$ cat src/rtl/program_loader.sv
// program_loader
//   Streams WORD_COUNT instruction words from a valid/ready source into an
//   instruction memory. Program control stays suspended for the whole load
//   and is released when the last word has been written.
//
//   Optional feature macro: LOADER_CHECKSUM_EN
//     When defined, one extra word follows the program. It is compared with
//     the 32-bit running sum of the loaded words, and any difference raises
//     error. When undefined, there is no sum register and error is tied low.
//
// Ports
//   clk              in   sole clock, rising edge
//   reset            in   synchronous, active-high
//   start            in   one-cycle load request (honoured in IDLE and DONE)
//   inValid/inData   in   source handshake and 32-bit word
//   inReady          out  high while loading, decoded from state
//   writeEnable      out  memory write strobe, one cycle per accepted word
//   writeAddress     out  7-bit memory word address
//   writeInstruction out  32-bit memory write data
//   suspendEnable    out  holds program control suspended while high
//   done             out  load complete
//   error            out  checksum mismatch (checksum build only)
module program_loader #(
  parameter int WORD_COUNT = 128
) (
  input  logic        clk,
  input  logic        reset,
  input  logic        start,
  input  logic        inValid,
  input  logic [31:0] inData,
  output logic        inReady,
  output logic        writeEnable,
  output logic [6:0]  writeAddress,
  output logic [31:0] writeInstruction,
  output logic        suspendEnable,
  output logic        done,
  output logic        error
);

  typedef enum logic [1:0] {IDLE, LOAD, CHECK, DONE} state_t;

  state_t      state, state_nxt;
  logic [6:0]  word_idx;
  logic        xfer;
  logic        last_word;
  logic        restart;

  assign xfer      = inValid && (state == LOAD);
  assign last_word = (word_idx == 7'(WORD_COUNT - 1));
  // A new load can only begin from IDLE or DONE; start elsewhere is ignored.
  assign restart   = start && ((state == IDLE) || (state == DONE));

  always_ff @(posedge clk) begin
    if (reset) begin
      state <= IDLE;
    end else begin
      state <= state_nxt;
    end
  end

  always_comb begin
    state_nxt     = state;
    inReady       = 1'b0;
    suspendEnable = 1'b1;
    done          = 1'b0;
    case (state)
      IDLE: begin
        if (start) state_nxt = LOAD;
      end
      LOAD: begin
        inReady = 1'b1;
        if (inValid && last_word) begin
`ifdef LOADER_CHECKSUM_EN
          state_nxt = CHECK;
`else
          state_nxt = DONE;
`endif
        end
      end
`ifdef LOADER_CHECKSUM_EN
      // The checksum word is taken on inValid alone; inReady stays low
      // because this word is never written to memory.
      CHECK: begin
        if (inValid) state_nxt = DONE;
      end
`endif
      DONE: begin
        suspendEnable = 1'b0;
        done          = 1'b1;
        if (start) state_nxt = LOAD;
      end
      default: state_nxt = IDLE;
    endcase
  end

  // ---- write stage: accepted word registered toward memory (1-cycle latency)
  always_ff @(posedge clk) begin
    if (reset) begin
      word_idx         <= 7'd0;
      writeEnable      <= 1'b0;
      writeAddress     <= 7'd0;
      writeInstruction <= 32'd0;
    end else begin
      writeEnable <= xfer;
      if (xfer) begin
        writeAddress     <= word_idx;
        writeInstruction <= inData;
        word_idx         <= word_idx + 7'd1;
      end
      if (restart) begin
        word_idx <= 7'd0;
      end
    end
  end

`ifdef LOADER_CHECKSUM_EN
  logic [31:0] sum;

  always_ff @(posedge clk) begin
    if (reset) begin
      sum   <= 32'd0;
      error <= 1'b0;
    end else begin
      if (restart) begin
        sum   <= 32'd0;
        error <= 1'b0;
      end else if (xfer) begin
        sum <= sum + inData;
      end
      if ((state == CHECK) && inValid) begin
        error <= (inData != sum);
      end
    end
  end
`else
  assign error = 1'b0;
`endif

endmodule

$ cat config.mk
export PLATFORM = sky130hd
export DESIGN_NAME = program_loader
export DESIGN_NICKNAME = d
export VERILOG_FILES = /design/src/rtl/program_loader.sv
export SDC_FILE = /design/constraint.sdc
export NUM_CORES = 1
export LEC_CHECK = 0
export CAP_MARGIN = 20
export CORE_UTILIZATION = 35
export CTS_CLUSTER_DIAMETER = 200
export DETAILED_ROUTE_END_ITERATION = 7
export PLACE_DENSITY = 0.79
export SLEW_MARGIN = 20
export SYNTH_ARGS = -nofsm -noshare
export SYNTH_HDL_FRONTEND = slang
export SYNTH_SLANG_ARGS = --single-unit
$ cat constraint.sdc
create_clock -name clk -period 4.55 [get_ports clk]
set_clock_uncertainty 0.15 [all_clocks]
set_input_delay 0.455 -clock clk [delete_from_list [all_inputs] [get_ports clk]]
set_output_delay 0.455 -clock clk [all_outputs]
set_load 0.01 [all_outputs]
==> results of run 1 <==
## critical path, delay by kind of cell (launching register included)
family	cells	cell delay, ns
DFF	1	0.35
buffers and inverters	2	0.64
adders and majority gates	1	0.22
## Yosys cell counts (all sizes together)
cell type	instances
nand2	83
nand2b	2
mux2	1
xnor2	1
and4	1
clkbuf	7
ha	5
a21o	1
mux2i	1
nor2b	1
and3	1
dfxtp	49
nand4	3
a21oi	41
conb	1
inv	3
and2	1
nand3	1
xor2	5
buf	8
nor2	9
## layer usage
layer | wire [um] | global-route usage | part of all wire | vias up
li1 | - | - | - | 857
met1 | 1770 | 0.176 | 0.44 | 733
met2 | 1840 | 0.261 | 0.46 | 59
met3 | 378 | 0.0596 | 0.094 | 4
met4 | 15 | 0.0385 | 0.0037 | 0
met5 | 0 | 0 | 0 | -
## flip-flops by register name, indices dropped and copies added, names as in the netlist
signal / cells
state: 2
word_idx: 7
writeAddress: 7
writeEnable: 1
writeInstruction: 32
## through the flow
stage,cells,setup WS (ns),power [mW]
2_1_floorplan,225,2.99,0.699
3_3_place_gp,358,2.00,0.847
3_5_place_dp,358,1.93,0.857
4_1_cts,366,2.22,1.13
5_1_grt,366,2.35,1.19
6_report,366,2.45,1.11
## area by class of cell
| class | count | share of cell area |
|---|---|---|
| timing repair buffer | 81 | 0.292 |
| clock buffer | 7 | 0.0351 |
| tap | 67 | 0.0305 |
| multi-input combinational | 158 | 0.279 |
| inverter | 3 | 0.00410 |
| clock inverter | 1 | 0.00182 |
| sequential | 49 | 0.357 |
## cells in the final DEF (no fill, tap or decap)
cell             synthesis  routed
and2_2                   0       1
nand3_1                  1       1
a21oi_1                 40      40
a21o_1                   1       1
xor2_1                   5       5
inv_1                    3       3
dfxtp_1                 49      49
clkinv_2                 0       1
mux2i_1                  1       1
nand2_1                 83      83
clkbuf_8                 0       7
clkdlybuf4s50_1          0      78
and3_1                   1       1
nor2_1                   9       9
nand4_1                  3       3
nand2b_1                 2       2
buf_4                    1       3
nor2b_1                  1       1
xnor2_1                  1       1
and4_1                   1       1
a21oi_2                  1       1
conb_1                   1       1
ha_1                     5       5
mux2_1                   1       1
## cell families after synthesis
group	after synthesis	synth area share
simple gates	102	0.224
flops	49	0.538
compound gates	42	0.119
buf+inv	18	0.0425
xor+xnor	6	0.0288
fa+ha+maj	5	0.0343
mux	2	0.0117
other cells	1	0.00206
## power by group through the flow
stage / Sequential, mW / Combinational, mW / Clock [mW]
floorplan: 0.536 / 0.163 / 0
global placement: 0.518 / 0.329 / 0
detailed placement: 0.519 / 0.338 / 0
CTS: 0.510 / 0.339 / 0.281
global route: 0.515 / 0.375 / 0.299
finish: 0.509 / 0.333 / 0.270
## path summary, 6_finish.rpt
kind,start,endpoint,slack [ns],cells after the start
worst min-delay path,writeInstruction[8]$_SDFFE_PP0P_,writeInstruction[8]$_SDFFE_PP0P_,0.30,2
worst min register to register,writeInstruction[8]$_SDFFE_PP0P_,writeInstruction[8]$_SDFFE_PP0P_,0.30,2
worst max register to register,state[1]$_SDFFE_PP0P_,writeInstruction[19]$_SDFFE_PP0P_,2.64,6
worst max-delay path,state[1]$_SDFFE_PP0P_,inReady,2.45,3
==> results_dict.tcl, run 1 <==
set metrics [dict create \
    fillers 470 \
    die_w_um 74.2 \
    p_seq_frac 0.458 \
    crit_chain "inv_1 -> ha_1 -> clkdlybuf4s50_1" \
    nNetsFinal 339 \
    n_antenna_cell 0 \
    ant_nets 0 \
    setup_tns_ns 0 \
    switching_power_mw 0.328 \
    drv_cap 0 \
    ys_seq_area_frac 0.538 \
    p_leak_nw 0.980 \
    final_area_sq_mm 0.00275 \
    viasPerCell 4.52 \
    grt_pass1_vias 1489 \
    yosysWarningCount 0 \
    netlist_instances 225 \
    intPower_mw 0.783 \
    synth_top_area_share 0.538 \
    synth_area_sq_mm 0.00182 \
    wirelength_um 4010 \
    cp.arrival_ns 1.50 \
    hold_slack_ns 0.304 \
    grt_max_degree 42 \
    cts_sinks 49 \
    yosysTopAreaCell "dfxtp_1" \
    setup_violations 0 \
    period_minus_slack_ns 2.10 \
    cts_buffer_depth 2 \
    ys_types 24 \
    grt_pass1_wl_um 6480 \
    cp_max_fo 4 \
    root_buffer "clkbuf_8" \
    track_usage 0.151 \
    vias 1653 \
    area_growth_pct 50.6 \
    tightest_slew_ns 0.977 \
    comb_power_share 0.299 \
    cp-start-kind "flop" \
    hold_path.class "reg2reg" \
    slowest_delay_ns 0.56 \
    cts_max_level 2 \
    clk_pin_slew_ns 0.08 \
    antenna_found_initial 0 \
    slowest_stage "clkdlybuf4s50_1" \
    drt-initial-drc-count 57 \
    cts_tree "yes" \
    drt_pass1_iterations 4 \
    multiInputGateArea_sq_um 767 \
    relSlewSlack 0.346 \
    die_y_um 74.2 \
    portBuffers 78 \
    synthTopCellsByArea "dfxtp_1 (54%), nand2_1 (17%), a21oi_1 (11%)" \
    die_area_sq_mm 0.00550 \
    grt_overflow 0 \
    place_area_sq_mm 0.00265 \
    wire_per_inst_um 11.0 \
    core_sq_mm 0.00488 \
    timing.fmax_mhz 476 \
    p_clk_frac 0.243 \
    synth_seq_cells 49 \
    vdd_ir_drop_max_uv 231 \
    cp-end-kind "output pin" \
    cts_setup_buffers 0 \
    cts_hold_buffers 0 \
    dp_hpwl_um 2760 \
    min_period_over_period 0.462 \
    status "completed" \
    drcViolationCount 0 \
    core.rowCount 25 \
    finalMaxSlewViolations 0 \
    io_pins 80 \
    fin_util 0.563 \
    syn_area_per_cell_sq_um 8.11 \
    path_class "reg2out" \
    cts_inserted_buffers 5 \
    rsz0062_at_grt "no" \
    place.gp.congestion 0.789 \
    drive_gt1_frac 0.0435 \
    switching_share 0.295 \
    final-hold-violation-count 0 \
    critPathRequiredTime_ns 3.94 \
    register_area_sq_um 981 \
    power_density_mw_per_mm2 405 \
    syn_nets 266 \
    clock_latency_ns 0.29 \
    start_util 0.374 \
    postCtsResizedCells 0 \
]
(Power assumes the default switching activity.)
==> run 2: changes to the inputs <==
--- a/config.mk
+++ b/config.mk
@@ -9,7 +9,7 @@
 export CORE_UTILIZATION = 35
 export CTS_CLUSTER_DIAMETER = 200
 export DETAILED_ROUTE_END_ITERATION = 7
-export PLACE_DENSITY = 0.79
+export PLACE_DENSITY = 0.81
 export SLEW_MARGIN = 20
 export SYNTH_ARGS = -nofsm -noshare
 export SYNTH_HDL_FRONTEND = slang
==> constraint.sdc (replaced) <==
create_clock -name clk -period 1.9 [get_ports clk]
set_clock_uncertainty 0.15 [all_clocks]
set_input_delay 0.19 -clock clk [delete_from_list [all_inputs] [get_ports clk]]
set_output_delay 0.19 -clock clk [all_outputs]
set_load 0.01 [all_outputs]
==> results_dict.tcl, run 2 (synthesis results as in run 1) <==
set metrics [dict create \
    setup_violations 0 \
    io_pins 80 \
    postCtsResizedCells 0 \
    register_area_sq_um 981 \
    final_common_cell "nand2_1" \
    cts_tree "yes" \
    hold_slack_ns 0.285 \
    min_to "writeInstruction[13]$_SDFFE_PP0P_" \
    cts_setup_buffers 0 \
    die_w_um 74.2 \
    wire_per_inst_um 11.3 \
    grt_overflow 0 \
    track_usage 0.159 \
    grt_pass1_wl_um 6610 \
    rsz0062_at_grt "no" \
    wirelength_um 4140 \
    n_antenna_cell 0 \
    r2r_slack_ns 0.23 \
    root_buffer "clkbuf_8" \
    multiInputGateArea_sq_um 768 \
    top_register "writeInstruction" \
    drt_pass1_iterations 5 \
    cts_inserted_buffers 5 \
    start_util 0.374 \
    nNetsFinal 341 \
    crit-reg2reg-capture "state[0]$_SDFFE_PP0P_" \
    layout_common_cells "nand2_1 (83), clkdlybuf4s50_1 (78), dfxtp_1 (49)" \
    setup_tns_ns 0 \
    vdd_ir_drop_max_uv 501 \
    cts_hold_buffers 0 \
    cp-start-kind "flop" \
    drv_cap 0 \
    die_area_sq_mm 0.00550 \
    clk_pin_slew_ns 0.08 \
    ant_nets 0 \
    core.rowCount 25 \
    power_density_mw_per_mm2 948 \
    drcViolationCount 0 \
    clock_latency_ns 0.29 \
    fillers 449 \
    grt_max_degree 42 \
    path_class "reg2out" \
    timing.fmax_mhz 551 \
    setup_slack_ns 0.0846 \
    p_leak_nw 0.983 \
    core_sq_mm 0.00488 \
    min_period_over_period 0.955 \
    cts_sinks 49 \
    hold_path.class "in2reg" \
    dp_hpwl_um 2910 \
    cp-end-kind "output pin" \
    cts_max_level 2 \
    cp.arrival_ns 1.48 \
    drive_gt1_frac 0.0435 \
    period_minus_slack_ns 1.82 \
    hold_path_depth 3 \
    drt-initial-drc-count 66 \
    finalMaxSlewViolations 0 \
    portBuffers 78 \
    cts_buffer_depth 2 \
    critPathRequiredTime_ns 1.56 \
    antenna_found_initial 0 \
    final-hold-violation-count 0 \
    grt_pass1_vias 1563 \
    viasPerCell 4.55 \
    die_y_um 74.2 \
    startpoint "state[1]$_SDFFE_PP0P_" \
    largest_reg_flops 32 \
    reg2regPathDepth 5 \
    hp-start "inData[13]" \
    reg2reg_from "state[0]$_SDFFE_PP0P_" \
    area_growth_pct 51.4 \
    top_regs "writeInstruction (32), word_idx (7), writeAddress (7)" \
    status "completed" \
    place.gp.congestion 0.773 \
    cp_max_fo 4 \
    vias 1665 \
    place_ws_ns 0.205 \
]
==> run 2: worst max path at each step <==
stage,endpoint,cells after the start,slack (ns)
3_5_place_dp,word_idx[0]$_SDFFE_PP0P_,5,0.21
6_report,inReady,3,0.08
4_1_cts,inReady,3,0.03
2_1_floorplan,state[0]$_SDFFE_PP0P_,5,0.34
3_3_place_gp,word_idx[0]$_SDFFE_PP0P_,5,0.24
5_1_grt,inReady,3,0.03
==> run 2: metrics by stage <==
stage | util | total power, mW | area, sq um | cells
2_1_floorplan | - | 1.67 | 1820 | 225
3_3_place_gp | 0.550 | 2.07 | 2690 | 360
3_5_place_dp | 0.550 | 2.10 | 2690 | 360
4_1_cts | 0.565 | 2.66 | 2760 | 366
5_1_grt | 0.566 | 2.79 | 2760 | 366
6_report | 0.566 | 2.62 | 2760 | 366
==> run 2: report_power, final <==
part,internal [mW],switching (mW)
registers,1.15,0.0709
logic,0.438,0.410
clock network,0.242,0.309
==> run 2: final cells by class <==
class,instances,share of cell area
Clock buffer,5,0.0249
Timing Repair Buffer,83,0.305
Inverter,3,0.00408
Sequential cell,49,0.355
Multi-Input combinational cell,158,0.278
Tap cell,67,0.0304
Clock inverter,1,0.00181
==> run 2: critical path, stage by stage (launching register included) <==
cell and delay [ns]:
dfxtp_1 0.35, inv_1 0.09, ha_2 0.21, clkdlybuf4s50_1 0.54
==> run 2: layer usage <==
| layer | GRT usage | share of wire |
|---|---|---|
| met5 | 0 | 0 |
| met4 | 0.0577 | 0.014 |
| met3 | 0.0718 | 0.099 |
| met2 | 0.287 | 0.49 |
| met1 | 0.160 | 0.39 |
==> run 3: changes to the inputs <==
==> constraint.sdc (replaced) <==
create_clock -name clk -period 1.9 [get_ports clk]
set_clock_uncertainty 0.15 [all_clocks]
set_input_delay 0.19 -clock clk [delete_from_list [all_inputs] [get_ports clk]]
set_output_delay 0.19 -clock clk [all_outputs]
set_load 0.02 [all_outputs]
==> results_dict.tcl, run 3 (synthesis results as in run 1) <==
set metrics [dict create \
    drv_cap 0 \
    reg2reg_from "state[0]$_SDFFE_PP0P_" \
    n_antenna_cell 0 \
    cp.arrival_ns 1.50 \
    setup_violations 0 \
    final_common_cell "nand2_1" \
    portBuffers 78 \
    wirelength_um 4140 \
    timing.fmax_mhz 545 \
    drcViolationCount 0 \
    hold_path.class "in2reg" \
    top_register "writeInstruction" \
    setup_tns_ns 0 \
    final-hold-violation-count 0 \
    drt-initial-drc-count 66 \
    min_period_over_period 0.966 \
    critPathRequiredTime_ns 1.56 \
    hp-start "inData[13]" \
    fin_util 0.565 \
    cp-end-kind "output pin" \
    grt_max_degree 42 \
    place.gp.congestion 0.773 \
    cts_buffer_depth 2 \
    root_buffer "clkbuf_8" \
    core_sq_mm 0.00488 \
    wire_per_inst_um 11.3 \
    layout_common_cells "nand2_1 (83), clkdlybuf4s50_1 (77), dfxtp_1 (49)" \
    rsz0062_at_grt "no" \
    die_area_sq_mm 0.00550 \
    grt_overflow 0 \
    hold_path_depth 3 \
    core.rowCount 25 \
    drt_pass1_iterations 5 \
    finalMaxSlewViolations 0 \
    ant_nets 0 \
    power_density_mw_per_mm2 978 \
    cp_max_fo 4 \
    grt_pass1_wl_um 6600 \
    viasPerCell 4.55 \
    start_util 0.374 \
    min_to "writeInstruction[13]$_SDFFE_PP0P_" \
    cts_inserted_buffers 5 \
    vias 1667 \
    r2r_slack_ns 0.24 \
    p_leak_nw 0.987 \
    io_pins 80 \
    drive_gt1_frac 0.0401 \
    grt_pass1_vias 1562 \
    antenna_found_initial 0 \
    clk_pin_slew_ns 0.08 \
    dp_hpwl_um 2910 \
    status "completed" \
    crit-reg2reg-capture "state[0]$_SDFFE_PP0P_" \
    nNetsFinal 341 \
    vdd_ir_drop_max_uv 514 \
    track_usage 0.159 \
    cp-start-kind "flop" \
    cts_max_level 2 \
    die_y_um 74.2 \
    reg2regPathDepth 5 \
    cts_tree "yes" \
    area_growth_pct 51.2 \
    top_regs "writeInstruction (32), word_idx (7), writeAddress (7)" \
    cts_sinks 49 \
    path_class "reg2out" \
    period_minus_slack_ns 1.84 \
    clock_latency_ns 0.29 \
    die_w_um 74.2 \
    largest_reg_flops 32 \
]
run 3: what timing repair did:
item,CTS,global route
hold buffers,0,0
endpoints found under the setup margin,1,0
gates resized for setup,1,0
setup buffers,0,0
run 3: worst max path at each step:
stage                                startpoint                           end
after CTS                 state[0]$_SDFFE_PP0P_                 suspendEnable
after global placement                  inValid      word_idx[0]$_SDFFE_PP0P_
after detailed placement                inValid      word_idx[0]$_SDFFE_PP0P_
after floorplan           state[1]$_SDFFE_PP0P_  writeAddress[3]$_SDFFE_PP0P_
final                     state[0]$_SDFFE_PP0P_                 suspendEnable
after global routing      state[0]$_SDFFE_PP0P_                 suspendEnable
run 3: worst max-delay path: stages, from the launching register on:
cell and delay [ns]:
dfxtp_1 0.35, ha_1 0.21, inv_1 0.05, clkdlybuf4s50_1 0.59
run 3: per-stage QoR:
step	instances	setup WS, ns	power (mW)	hold slack [ns]	instance area [sq um]
2_1_floorplan	225	0.306	1.76	0.176	1820
4_1_cts	366	0.0461	2.74	0.273	2760
3_5_place_dp	360	0.205	2.19	0.296	2690
3_3_place_gp	360	0.242	2.16	0.291	2690
6_report	366	0.0646	2.70	0.285	2760
5_1_grt	366	0.0111	2.87	0.286	2760
run 3: per-layer routing:
| layer | track usage | share of wire |
|---|---|---|
| met1 | 0.160 | 0.39 |
| met2 | 0.287 | 0.49 |
| met3 | 0.0718 | 0.099 |
| met4 | 0.0577 | 0.014 |
| met5 | 0 | 0 |
run 3: final cells by class:
type / count / area, sq um
fillers: 451 / 2120
clock inverters: 1 / 5.00
flip-flops and latches: 49 / 981
clock buffers: 5 / 68.8
well taps: 67 / 83.8
repair buffers: 83 / 842
inverters: 3 / 11.3
multi-input cells: 158 / 766
run 3: power by group:
part	switching (mW)	total [mW]	internal (mW)
sequential	0.0706	1.22	1.15
combinational	0.498	0.926	0.428
clock	0.309	0.551	0.242
